File: config.mk
export PLATFORM = sky130hd
export DESIGN_NAME = sweep_ctrl
export DESIGN_NICKNAME = d
export VERILOG_FILES = /design/src/rtl/sweep_ctrl.sv
export SDC_FILE = /design/constraint.sdc
export NUM_CORES = 1
export LEC_CHECK = 0
export CAP_MARGIN = 30
export CORE_MARGIN = 3
export CORE_UTILIZATION = 30
export DETAILED_ROUTE_END_ITERATION = 8
export PLACE_DENSITY = 0.57
export SYNTH_ARGS = -nofsm -noshare
export SYNTH_HDL_FRONTEND = slang
export SYNTH_SLANG_ARGS = --single-unit
File: constraint.sdc
create_clock -name clk -period 3.64 [get_ports clk]
set_clock_uncertainty 0.15 [all_clocks]
set_input_delay 0.91 -clock clk [delete_from_list [all_inputs] [get_ports clk]]
set_output_delay 0.91 -clock clk [all_outputs]
set_load 0.02 [all_outputs]
File: src/rtl/sweep_ctrl.sv
// DDS sweep controller: turns rising edges of the slow tick into steps of the
// frequency tuning word, in up-wrap, down-wrap, triangle or hold mode.
module sweep_ctrl #(
    parameter int               FTW_W    = 32,
    parameter logic [FTW_W-1:0] FTW_MIN  = 32'd42950,
    parameter logic [FTW_W-1:0] FTW_MAX  = 32'd429497,
    parameter logic [FTW_W-1:0] FTW_STEP = 32'd42950
) (
    input  logic             clk,
    input  logic             rst,
    input  logic             tick_in,
    input  logic             en,
    input  logic [1:0]       mode,
    output logic [FTW_W-1:0] ftw,
    output logic             step_pulse,
    output logic             dir
);

    typedef enum logic {
        TRI_UP = 1'b0,
        TRI_DN = 1'b1
    } tri_state_t;

    localparam logic [1:0] MODE_UP   = 2'b00;
    localparam logic [1:0] MODE_DN   = 2'b01;
    localparam logic [1:0] MODE_TRI  = 2'b10;
    localparam logic [1:0] MODE_HOLD = 2'b11;

    // Bounds held one bit wider so MIN+STEP and ftw+STEP can never wrap.
    localparam logic [FTW_W:0] MIN_X  = {1'b0, FTW_MIN};
    localparam logic [FTW_W:0] MAX_X  = {1'b0, FTW_MAX};
    localparam logic [FTW_W:0] STEP_X = {1'b0, FTW_STEP};
    localparam logic [FTW_W:0] LO_X   = MIN_X + STEP_X;

    logic             s1;
    logic             s2;
    logic             h;
    logic             ev;
    logic [1:0]       last_mode;
    tri_state_t       tri_state;
    tri_state_t       cur_state;
    logic [FTW_W:0]   ftw_x;
    logic [FTW_W:0]   sum;
    logic             out_of_range;

    always_comb begin
        ev           = s2 & ~h & en & ~rst;
        ftw_x        = {1'b0, ftw};
        sum          = ftw_x + STEP_X;
        out_of_range = (ftw_x < MIN_X) || (ftw_x > MAX_X);
        // A fresh entry into triangle mode always starts climbing.
        cur_state    = (last_mode != MODE_TRI) ? TRI_UP : tri_state;
    end

    always_ff @(posedge clk) begin
        if (rst) begin
            s1         <= 1'b1;
            s2         <= 1'b1;
            h          <= 1'b1;
            ftw        <= FTW_MIN;
            step_pulse <= 1'b0;
            dir        <= 1'b1;
            tri_state  <= TRI_UP;
            last_mode  <= MODE_HOLD;
        end else begin
            s1         <= tick_in;
            s2         <= s1;
            h          <= s2;
            step_pulse <= ev;
            if (ev) begin
                last_mode <= mode;
                if (out_of_range) begin
                    ftw <= FTW_MIN;
                end else begin
                    case (mode)
                        MODE_UP: begin
                            dir <= 1'b1;
                            if (sum > MAX_X) ftw <= FTW_MIN;
                            else             ftw <= sum[FTW_W-1:0];
                        end
                        MODE_DN: begin
                            dir <= 1'b0;
                            if (ftw_x < LO_X) ftw <= FTW_MAX;
                            else              ftw <= ftw - FTW_STEP;
                        end
                        MODE_TRI: begin
                            if (cur_state == TRI_UP) begin
                                if (sum >= MAX_X) begin
                                    ftw       <= FTW_MAX;
                                    tri_state <= TRI_DN;
                                    dir       <= 1'b0;
                                end else begin
                                    ftw       <= sum[FTW_W-1:0];
                                    tri_state <= TRI_UP;
                                    dir       <= 1'b1;
                                end
                            end else begin
                                if (ftw_x <= LO_X) begin
                                    ftw       <= FTW_MIN;
                                    tri_state <= TRI_UP;
                                    dir       <= 1'b1;
                                end else begin
                                    ftw       <= ftw - FTW_STEP;
                                    tri_state <= TRI_DN;
                                    dir       <= 1'b0;
                                end
                            end
                        end
                        default: begin
                            ftw <= ftw;
                        end
                    endcase
                end
            end
        end
    end

endmodule

[Word level (Yosys, flattened, before mapping)]
Cells that the tools add are included.
Storage, ports and cells
  bits in registers: 40
  bits of input ports: 6
Cells by class
  bitwise gates (word level): 6
  eq/ne operators: 3
  add/sub/neg operators: 2
  $lt $le $gt $ge: 6
  mux-type cells: 15
  reductions and logical operators: 7
Operator list (number)
  32-bit two-way mux: 6
  32-bit one-hot mux with 3 select lines: 1
  32-bit by 16-bit adder with 33-bit output, second input constant: 1
  33-bit by 19-bit greater-or-equal comparator with 1-bit output, second input constant: 1
  33-bit by 19-bit greater-than comparator with 1-bit output, second input constant: 1
  32-bit by 19-bit greater-than comparator with 1-bit output, second input constant: 1
  32-bit by 17-bit <= comparator with 1-bit output, second input constant: 1
  32-bit by 16-bit < comparator with 1-bit output, second input constant: 1
  32-bit by 17-bit < comparator with 1-bit output, second input constant: 1
  32-bit by 16-bit subtractor with 32-bit output, second input constant: 1
  1-bit two-way mux: 7
  3-bit AND reduction: 2
  4-bit nonzero test: 1
  1-bit AND: 3
  1-bit inverter: 3
  1-bit one-hot mux with 3 select lines: 1
  3-bit nonzero test: 1
  2-bit by 1-bit == test with 1-bit output, second input constant: 1
  2-bit == test, second input constant: 1
  2-bit logical NOT: 1
  2-bit != test, second input constant: 1
  2-bit AND reduction: 1
  1-bit logical OR: 1

[Logic depth before layout (Yosys ltp)]
Gate-level depths: netlist of the first run.
  depth after elaboration: 6
  mapped depth: 14
  depth with buffers taken out: 12

[Worst setup path before layout of the first run]
No wires, ideal clock.
  path kind: register to register
  start: register ftw[2]
  end: register ftw[18]
  slack: 0.050 ns
  clock period less this slack: 3.590 ns
  stages on the path, launching flop included: 15
  data arrival time: 3.319 ns
  path through: dfxtp_1 > clkbuf_1 > inv_1 > ha_1 > clkbuf_1 > nand4b_1 > nand4_1 > nand4_1 > xnor2_1 > nor4_2 > o211ai_4 > nor2_2 > nand2_2 > nor4_1 > o31ai_1
On the way
  word-level cells in the longest chain between the ends: 6
  elaborated cells on any way between the ends: 18
  those cells by class: 2 x add/sub; 6 x order compare; 7 x mux; 3 x reduce/logical
RTL lines
  from (decl): RTL line 14  | output logic [FTW_W-1:0] ftw,
  from (signal assigned): RTL line 79  | else ftw <= sum[FTW_W-1:0];
  from (signal assigned): RTL line 84  | else ftw <= ftw - FTW_STEP;
  from (signal assigned): RTL line 93  | ftw <= sum[FTW_W-1:0];
  32-bit by 16-bit adder with 33-bit output: RTL line 49  | sum = ftw_x + STEP_X;
  33-bit by 19-bit greater-or-equal comparator with 1-bit output: RTL line 88  | if (sum >= MAX_X) begin
  32-bit two-way mux: RTL line 88
  32-bit two-way mux: RTL line 87  | if (cur_state == TRI_UP) begin
  32-bit one-hot mux with 3 select lines: RTL line 75  | case (mode)
  32-bit two-way mux: RTL line 72  | if (out_of_range) begin
Parallel ways exist; a longest one is shown, timed or not.
A chain may end at the register's enable or synchronous reset.

[Worst setup path in the final report of the first run]
  start: register ftw[1]
  end: register ftw[18]
Same word-level chain as after synthesis.

==> results of run 1 <==
-- registers in the layout, summed over array words and instances, names as in the netlist --
| name | cells |
|---|---|
| ftw | 32 |
| h | 1 |
| tri_state | 1 |
| last_mode | 2 |
| s2 | 1 |
| step_pulse | 1 |
| dir | 1 |
| s1 | 1 |
-- cell usage in the layout (no fill, tap or decap), drive strengths merged, types with 6 or more instances in the layout --
cell           count
nand2             56
clkbuf             6
nand4             12
o211ai            11
o221ai             7
xor2               9
or3               10
or2               10
a211oi             8
o31ai              8
o22ai              7
ha                 8
nor4              11
mux2               6
o21ai             34
inv               16
nand3             23
a21oi             36
dfxtp             40
clkdlybuf4s50     39
o2111ai            9
xnor2             11
buf               59
nor2              53
a31oi             11
nand2b             7
and3              28
nor3              20
-- power breakdown --
group / internal, mW / leakage [nW] / total (mW) / switching [mW]
Clock: 0.323 / 0.0808 / 0.527 / 0.204
Sequential: 0.441 / 0.323 / 0.445 / 0.00367
Combinational: 0.0599 / 1.56 / 0.165 / 0.105
Total: 0.824 / 1.96 / 1.14 / 0.312
-- timing repair --
action                     CTS  global route
gates resized for setup      0             8
setup endpoints to repair    0            17
buffers inserted             0             1
hold endpoints to repair     0             0
-- layout make-up --
type | count | area share (%)
clock inverter | 2 | 0.680
tap | 172 | 4.18
timing repair buffer | 98 | 16.2
inverter | 17 | 1.24
multi-input combinational | 472 | 59.6
sequential | 40 | 15.6
clock buffer | 6 | 2.50
-- per-layer routing --
layer / track usage [%] / vias up
li1: - / 2294
met1: 30.6 / 2331
met2: 32.5 / 257
met3: 4.93 / 37
met4: 5.88 / 0
met5: 0 / -
-- how the worst max path moves through the flow --
stage | cells past startpoint | slack, ns | endpoint | startpoint
2_1_floorplan | 14 | 0.05 | ftw[18] | ftw[2]
3_3_place_gp | 11 | 0.03 | ftw[15] | ftw[7]
6_report | 13 | 0.15 | ftw[18] | ftw[1]
3_5_place_dp | 11 | 0.04 | ftw[15] | ftw[7]
4_1_cts | 11 | 0.03 | ftw[15] | ftw[7]
5_1_grt | 13 | 0.008 | ftw[18] | ftw[1]
-- kinds of logic (layout without fill, tap and decap cells) --
family / count (synthesis) / count (layout) / synth area share [%]
DFF: 40 / 40 / 19.6
xor gates and xnor gates: 20 / 20 / 4.29
buffers and inverters: 59 / 123 / 5.88
adders and majority gates: 8 / 8 / 2.45
muxes: 11 / 11 / 2.88
AOI/OAI and AO/OA: 176 / 176 / 30.9
and+or+nand+nor: 257 / 257 / 34.0
-- worst max-delay path, stage by stage, from the launching register on --
cell	delay (ns)
dfxtp_1	0.46
inv_1	0.10
ha_1	0.25
nand4b_1	0.28
buf_4	0.21
a31oi_1	0.16
xnor2_1	0.24
o2111ai_1	0.26
a21oi_1	0.28
o22ai_4	0.15
nor2_4	0.17
nand2_2	0.20
nor4_1	0.34
o31ai_1	0.10
-- cells in the mapped netlist (all sizes together), types with 10 or more instances --
cell    count  area, um^2
nand4      12        75.1
xnor2      11        96.3
buf        14        70.1
nand2      56         213
nor4       11        96.3
nor2       53         209
nand3      23         115
clkbuf     28         106
a21oi      36         184
a31oi      11        68.8
dfxtp      40         801
nor3       20         110
and3       28         175
o211ai     11        96.3
or3        10        62.6
o21ai      34         170
inv        16        60.1
or2        10        62.6
-- stage by stage --
| step | worst slack (ns) | hold slack [ns] |
|---|---|---|
| detailed placement | 0.0395 | 0.256 |
| finish | 0.155 | 0.271 |
| floorplan | 0.0496 | 0.239 |
| global placement | 0.0295 | 0.258 |
| global route | 0.00848 | 0.290 |
| CTS | 0.0303 | 0.276 |
==> results by group, run 1 <==
Timing
  • Fin. Hold Viols: 0
  • Setup violators final: 0
  • RSZ-0062 raised after global routing: false
  • Fmax achieved: 287 MHz
  • Tmin final: 3.49 ns
  • Slew headroom: 39.3%
  • Final cycle utilization of the critical path: 95.7%
  • Worst Tran Pin Value: 0.903 ns
  • Slew Viols, Final: 0
  • Setup tns final: 0 ns

Logic synthesis
  • Top_reg_cell synth: dfxtp_1
  • FFs w/ async S/R, synth: 0%
  • Synthesized area: 4080 um^2
  • Sequential element share of the synthesized area: 19.6%
  • EDFF count, synth: 0
  • Syn Area/Cell: 7.15 um^2
  • Post-Synthesis Cells: 571
  • Syn Nets: 585
  • Synthesis-stage register bit count: 40
  • Yosys cell types: 84
  • Synth warnings: 0

Floorplanning
  • Die Height: around 120 um
  • Die Width: 123 um
  • Die area: 15000 um^2
  • Rows: 41
  • Core area: 13000 um^2
  • Initial core utilization: around a third
  • Ports: 40

Clocking
  • H-tree Lvls: 2
  • Worst skew pair latency: about 0.30 ns
  • CTS Root Cell: clkbuf_16
  • TritonCTS clock tree: done
  • CTS Hold Bufs: 0
  • Clk buf depth: 2
  • Clk sink count: 40
  • Reg clk slew, reported paths: 0.06 ns
  • Total CTS buffers: 5

Power and ir drop
  • LEAKAGE: 1.96 nW
  • Worst IR Drop VDD: 0.153 mV
  • Pwr/cell area: 221 nW/um^2
  • Design Power: 1.14 mW

Placed design
  • Post-DP HPWL: 12.3 mm
  • Placed insts: 798
  • GPL Wtd Cong: around 0.96
  • # port buffers: 39
  • Dpl cell area: just under 5000 um^2

Global route
  • Number of global-route vias before repair: 4537
  • First-pass GRT wire length: 25.4 mm
  • Largest net degree at the start of global routing: 22
  • Antenna violations before repair: 0
  • Aggregate global routing overflow: 0
  • Tot GR Track Use: 21.5%

Route
  • Met1 wire length: approximately 7.4 mm
  • WL final: 16.2 mm
  • Routed WL per cell: 20.1 um
  • Via count: 4919
  • Top Metal Used: met4
  • Metal3 WL: 1.43 mm
  • Drt first-iter violations: approximately 600
  • DRC viols: 0
  • DRT antenna net count: 0
  • First-pass DRT Iterations: 5
  • Wire length on met2: 6.95 mm
  • Vias per cell: 6.10

Setup path
  • R2R Path Start: ftw[1]
  • Critical path class: register to register
  • R2R setup slack: ~0.15 ns
  • Required @ worst endpoint: 3.67 ns
  • R2R depth: 13
  • Crit path arrival time: 3.51 ns
  • Worst Setup End Kind: register
  • Worst Setup Start Kind: register
  • Crit Path Max Fanout: 8
  • Reg2reg end: ftw[18]

Hold path
  • Hold Crit Endpoint: s2
  • Worst Hold Class: register to register
  • WHS Path Cells: 1
  • Worst hold start: s1

Cells and area
  • Share of layout cells above drive strength 1: around 16%
  • Fin util: 39.7%
  • Multi-input logic area: 3070 um^2
  • Final Non-Filler Cells: 807
  • Fin area: between 5000 and 6000 um^2
  • Fin nets: ~650
  • Fill cells: ~1400
  • Area delta synth->final: 26.1%
  • Antenna diode count: 0
  • FF+latch area: 802 um^2

Run
  • Number of max-cap violations: 0

Outcome
  • Outcome: finished clean
Note: power is estimated with default switching activity, not from simulation.
==> run 2: changes to the inputs <==
--- a/config.mk
+++ b/config.mk
@@ -7,9 +7,9 @@
 export LEC_CHECK = 0
 export CAP_MARGIN = 30
 export CORE_MARGIN = 3
-export CORE_UTILIZATION = 30
+export CORE_UTILIZATION = 50
 export DETAILED_ROUTE_END_ITERATION = 8
-export PLACE_DENSITY = 0.57
+export PLACE_DENSITY = 0.82
 export SYNTH_ARGS = -nofsm -noshare
 export SYNTH_HDL_FRONTEND = slang
 export SYNTH_SLANG_ARGS = --single-unit
==> run 2 against run 1 <==
Net effect: maximum frequency is 1.9% lower; total power is 12% lower; wire length is 9.7% lower; non-clock buffer count decreased by 15; global-route usage increased by 11 points; clock-buffer cell count down 1; combinational power down 2%; sequential power about the same; hold slack improved by 0.0029 ns; via count increased by 2.7%.
==> results by group, run 2 (synthesized netlist as in run 1, its figures left out) <==
Cells and area
  • Fin nets: 633 (-2.3%)
  • Max reg flops: 32 (unchanged)
  • Top reg by flops: ftw
  • Most frequent cells in the layout: nand2_1, nor2_1, buf_4
  • Antenna diode count: 0 (unchanged)
  • Biggest regs: ftw (32), last_mode (2)
  • Area delta synth->final: 19.3%
  • Commonest non-fill, non-tap cell in the layout: nand2_1
  • Share of layout cells above drive strength 1: 13.5% (-2.7 points)
  • Fill cells: 702 (-48%)

Clocking
  • CTS Root Cell: clkbuf_8
  • Worst skew pair latency: 0.31 ns (about the same)
  • Reg clk slew, reported paths: 0.09 ns (+0.03 ns)
  • Clk sink count: 40 (unchanged)
  • Total CTS buffers: 5 (unchanged)
  • TritonCTS clock tree: done
  • H-tree Lvls: 2 (unchanged)
  • CTS resizes: 0 (unchanged)
  • Clk buf depth: 2 (unchanged)

Global route
  • Largest net degree at the start of global routing: 22 (unchanged)
  • GRT met2 Usage: 50.9% (+18 points)
  • Number of global-route vias before repair: 4762 (+5.0%)
  • First-pass GRT wire length: 23.7 mm (-6.5%)
  • Antenna violations before repair: 0 (unchanged)
  • Met3 Use GR: 5.94% (+1.0 points)
  • Tot GR Track Use: 32.6% (+11 points)
  • Aggregate global routing overflow: 0 (unchanged)
  • GR Util met1: 44.2% (+14 points)
  • Most Crowded Layer GR: met2

Power and ir drop
  • Power Internal: 706 uW (-14%)
  • Switch Pwr: 297 uW (-4.7%)
  • Sw Share: 29.6% (+2.2 points)
  • LEAKAGE: 1.86 nW (-5.3%)
  • Pwr/cell area: 206 nW/um^2 (-6.6%)
  • Share of power burned in the clock network: 39.7% (-6.7 points)
  • Design Power: 1.00 mW (-12%)
  • Worst IR Drop VDD: 0.211 mV (+38%)
  • Sequential share of power: 44.3% (+5.2 points)
  • Logic pwr share: 16.0% (+1.5 points)

Placed design
  • Worst slack at placement: 0.192 ns (+0.153 ns)
  • GPL Wtd Cong: 1.05 (+9.0%)
  • Post-DP HPWL: 10.9 mm (-12%)
  • # port buffers: 39 (unchanged)

Timing
  • Fin. Hold Viols: 0 (unchanged)
  • Slew headroom: 42.1% (+2.8 points)
  • Final hold slack: 0.274 ns (+0.00292 ns)
  • Fmax achieved: 282 MHz (-1.9%)
  • Final cycle utilization of the critical path: 97.6% (+1.8 points)
  • RSZ-0062 raised after global routing: false
  • Final worst slack: 0.0880 ns (-0.0667 ns)
  • Worst Tran Pin Value: 0.861 ns (-0.0421 ns)
  • Tmin final: 3.55 ns (+0.0667 ns)
  • Slew Viols, Final: 0 (unchanged)
  • Setup tns final: 0 ns (unchanged)
  • Setup violators final: 0 (unchanged)

Route
  • Vias per cell: 7.00 (+15%)
  • DRT antenna net count: 0 (unchanged)
  • First-pass DRT Iterations: 6 (+1)
  • DRC viols: 0 (unchanged)
  • Drt first-iter violations: 878 (+48%)
  • WL final: 14.7 mm (-9.7%)
  • Routed WL per cell: 20.3 um (+0.97%)
  • Via count: 5051 (+2.7%)

Floorplanning
  • Ports: 40 (unchanged)
  • Initial core utilization: 52.3% (+21 points)
  • Rows: 32 (-22%)
  • Die Height: 96.4 um (-21%)
  • Die area: 9290 um^2 (-38%)
  • Core area: 7810 um^2 (-40%)
  • Die Width: 96.4 um (-21%)

Setup path
  • Worst Setup End Kind: register
  • Critical path class: register to register
  • Crit Path Max Fanout: 13 (+5)
  • Crit path arrival time: 3.59 ns (+0.08 ns)
  • Worst Setup Start Kind: register
  • Required @ worst endpoint: 3.67 ns (about the same)
  • R2R setup slack: 0.09 ns (-0.07 ns)

Outcome
  • Outcome: finished clean

Hold path
  • Worst Hold Class: register to register

Run
  • Number of max-cap violations: 0 (unchanged)
-- run 2: final timing paths --
kind	startpoint	endpoint	cells after the start
setup / recovery	ftw[7]	ftw[18]	10
hold / removal	s1	s2	1
setup reg to reg	ftw[7]	ftw[18]	10
hold reg to reg	s1	s2	1
-- run 2: power by group through the flow --
stage / logic, mW / clock network (mW) / registers, mW
2_1_floorplan: 0.0974 / 0 / 0.455
3_3_place_gp: 0.152 / 0 / 0.454
3_5_place_dp: 0.154 / 0 / 0.455
4_1_cts: 0.155 / 0.397 / 0.445
5_1_grt: 0.171 / 0.410 / 0.445
6_report: 0.161 / 0.398 / 0.445
-- run 2: through the flow --
stage | instance area, um^2 | instances | util [%]
after floorplan | 4080 | 571 | -
after global placement | 4750 | 713 | 60.8
after detailed placement | 4750 | 713 | 60.8
after CTS | 4860 | 721 | 62.3
after global routing | 4870 | 722 | 62.4
final | 4870 | 722 | 62.4
-- run 2: layout make-up --
class / count / area, um^2 / share of cell area, %
clock buffers: 5 / 68.8 / 1.41
clock inverters: 3 / 46.3 / 0.951
inverters: 17 / 63.8 / 1.31
multi-input cells: 472 / 3040 / 62.5
flip-flops and latches: 40 / 801 / 16.4
well taps: 102 / 128 / 2.62
repair buffers: 83 / 721 / 14.8
-- run 2: worst max-delay path, stage by stage (launching register included) --
cell      delay, ns
dfxtp_1        0.60
nor4_2         0.13
a2111o_1       0.47
a21boi_1       0.19
mux2_2         0.38
nor4_4         0.35
o211ai_4       0.24
nor2_2         0.25
nand2_2        0.21
nor4_1         0.33
o31ai_1        0.14
-- run 2: routing by layer --
layer  up-vias  routed length [um]
li1       2259                   -
met1      2287                5710
met2       421                6340
met3        84                1960
met4         0                 655
met5         -                   0
-- run 2: timing repair --
action | in CTS | in global routing
endpoints found under the hold margin | 0 | 0
hold buffers | 0 | 0
setup buffers | 0 | 1
setup endpoints to repair | 0 | 12
==> run 3: changes to the inputs <==
--- a/config.mk
+++ b/config.mk
@@ -9,7 +9,7 @@
 export CORE_MARGIN = 3
 export CORE_UTILIZATION = 50
 export DETAILED_ROUTE_END_ITERATION = 8
-export PLACE_DENSITY = 0.82
+export PLACE_DENSITY = 0.79
 export SYNTH_ARGS = -nofsm -noshare
 export SYNTH_HDL_FRONTEND = slang
 export SYNTH_SLANG_ARGS = --single-unit
==> constraint.sdc (replaced) <==
create_clock -name clk -period 4 [get_ports clk]
set_clock_uncertainty 0.15 [all_clocks]
set_input_delay 1 -clock clk [delete_from_list [all_inputs] [get_ports clk]]
set_output_delay 1 -clock clk [all_outputs]
set_load 0.02 [all_outputs]
==> run 3 against run 2 <==
Net effect: total power down 9.9%; highest routed layer unchanged; clock-buffer cell count up 1; cell count down 1.8%; largest power group unchanged; register-to-register slack better by 0.23 ns; maximum frequency down 3.5%; global-route usage up 1.4 points; core utilization down 1.3 points; wire length up 5.5%; critical path depth unchanged.
==> results by group, run 3 (synthesized netlist as in run 1, its figures left out) <==
Floorplanning
  • Die area: 9290 um^2 (unchanged)
  • Core area: 7810 um^2 (unchanged)
  • Die Width: 96.4 um (unchanged)
  • Rows: 32 (unchanged)
  • Initial core utilization: 52.3% (unchanged)
  • Die Height: 96.4 um (unchanged)
  • Ports: 40 (unchanged)

Setup path
  • Required @ worst endpoint: 4.08 ns (+0.41 ns)
  • Critical path class: register to register
  • Buf/Inv on CP: 1 (+1)
  • CP max stage delay: 0.63 ns (+0.03 ns)
  • Crit Path Max Fanout: 18 (+5)
  • Worst-path cell chain: buf_4, a2111oi_2, nor3_1, o221ai_1, nand3_1, nand4_1, or2_2, o41ai_1, nand3_1, a32oi_1
  • CP most frequent cell: nand3_1
  • Worst Setup Start Kind: register
  • Cell at the slowest stage of the critical path: dfxtp_1
  • Worst Setup End Kind: register
  • Crit path arrival time: 3.76 ns (+0.17 ns)
  • Crit path max-delay family: simple AND/OR/NAND/NOR gates

Placed design
  • Post-DP HPWL: 11.4 mm (+4.8%)
  • # port buffers: 39 (unchanged)
  • Dpl cell area: 4660 um^2 (-1.9%)
  • GPL Wtd Cong: 1.08 (+2.7%)

Timing
  • Fmax achieved: 272 MHz (-3.5%)
  • Final cycle utilization of the critical path: 92.0% (-5.5 points)
  • Slew headroom: 44.1% (+2.0 points)
  • Setup violators final: 0 (unchanged)
  • Slew Viols, Final: 0 (unchanged)
  • Tmin final: 3.68 ns (+0.129 ns)
  • Worst Tran Pin Value: 0.832 ns (-0.0294 ns)
  • Fin. Hold Viols: 0 (unchanged)
  • Setup tns final: 0 ns (unchanged)
  • RSZ-0062 raised after global routing: false

Global route
  • Tot GR Track Use: 34.0% (+1.4 points)
  • Number of global-route vias before repair: 4527 (-4.9%)
  • Antenna violations before repair: 0 (unchanged)
  • First-pass GRT wire length: 24.3 mm (+2.4%)
  • Aggregate global routing overflow: 0 (unchanged)
  • Largest net degree at the start of global routing: 22 (unchanged)

Power and ir drop
  • LEAKAGE: 1.79 nW (-3.4%)
  • Pwr/cell area: 190 nW/um^2 (-7.9%)
  • Worst IR Drop VDD: 0.178 mV (-16%)

Clocking
  • Reg clk slew, reported paths: 0.09 ns (about the same)
  • TritonCTS clock tree: done
  • CTS Root Cell: clkbuf_8
  • H-tree Lvls: 2 (unchanged)
  • Worst skew pair latency: 0.31 ns (about the same)
  • Total CTS buffers: 5 (unchanged)
  • Clk buf depth: 2 (unchanged)
  • Clk sink count: 40 (unchanged)
  • CTS Hold Bufs: 0 (unchanged)

Route
  • First-pass DRT Iterations: 6 (unchanged)
  • Routed WL per cell: 21.8 um (+7.4%)
  • DRC viols: 0 (unchanged)
  • DRT antenna net count: 0 (unchanged)
  • WL final: 15.5 mm (+5.5%)
  • Via count: 4990 (-1.2%)
  • Drt first-iter violations: 679 (-23%)
  • Vias per cell: 7.04 (+0.60%)

Cells and area
  • Fin nets: 620 (-2.1%)
  • Top reg by flops: ftw
  • Antenna diode count: 0 (unchanged)
  • Fin area: 4770 um^2 (-2.1%)
  • Share of layout cells above drive strength 1: 11.7% (-1.9 points)
  • Commonest non-fill, non-tap cell in the layout: nand2_1
  • Max reg flops: 32 (unchanged)
  • Most frequent cells in the layout: nand2_1, nor2_1, dfxtp_1
  • Area delta synth->final: 16.8%
  • Biggest regs: ftw (32), last_mode (2)

Outcome
  • Outcome: finished clean

Run
  • Number of max-cap violations: 0 (unchanged)

Hold path
  • Worst Hold Class: register to register
-- run 3: cell count changes in the layout (fill, tap and decap cells not counted), sizes merged --
cell	before	now
buf	44	31
clkbuf	5	6
clkinv	1	2
clkinvlp	1	0
inv	17	16
-- run 3: repair_timing --
item,CTS,global route
buffers inserted,0,0
resized for setup,0,1
hold endpoints to repair,0,0
setup endpoints to repair,0,3
-- run 3: worst paths after layout --
path	startpoint	to	slack (ns)	cells after the start
worst max register to register	ftw[3]	ftw[11]	0.32	10
worst min-delay path	s1	s2	0.27	1
worst min register to register	s1	s2	0.27	1
worst max-delay path	ftw[3]	ftw[11]	0.32	10
-- run 3: per-layer routing --
| metal | GRT usage [%] | part of all wire [%] |
|---|---|---|
| met5 | 0 | 0 |
| met3 | 10.7 | 13 |
| met4 | 12.4 | 3.5 |
| met2 | 49.6 | 43 |
| met1 | 46.8 | 41 |
-- run 3: area by class of cell --
| type | instances | area, um^2 |
|---|---|---|
| Timing Repair Buffer | 70 | 623 |
| Multi-Input combinational cell | 472 | 3040 |
| Clock inverter | 2 | 35.0 |
| Fill cell | 742 | 3040 |
| Clock buffer | 6 | 72.6 |
| Inverter | 17 | 63.8 |
| Tap cell | 102 | 128 |
| Sequential cell | 40 | 801 |
-- run 3: stage by stage --
step / util (%) / setup slack (ns) / total power, mW / instances / hold slack, ns
after detailed placement: 59.6 / 0.234 / 0.554 / 701 / 0.256
after global placement: 59.6 / 0.322 / 0.553 / 701 / 0.254
after floorplan: - / 0.410 / 0.503 / 571 / 0.239
after CTS: 61.0 / 0.283 / 0.894 / 709 / 0.280
after global routing: 61.1 / 0.0677 / 0.925 / 709 / 0.293
final: 61.1 / 0.319 / 0.905 / 709 / 0.273
-- run 3: worst reg2reg max path: cells and delay by family, from the launching register on --
kind	cells	cell delay (ns)
compound gates	4	0.90
flops	1	0.63
simple gates	5	1.60
buf+inv	1	0.31
-- run 3: power breakdown --
part | internal, mW | switching [mW]
clock network | 0.186 | 0.167
registers | 0.401 | 0.00448
logic | 0.0496 | 0.0973
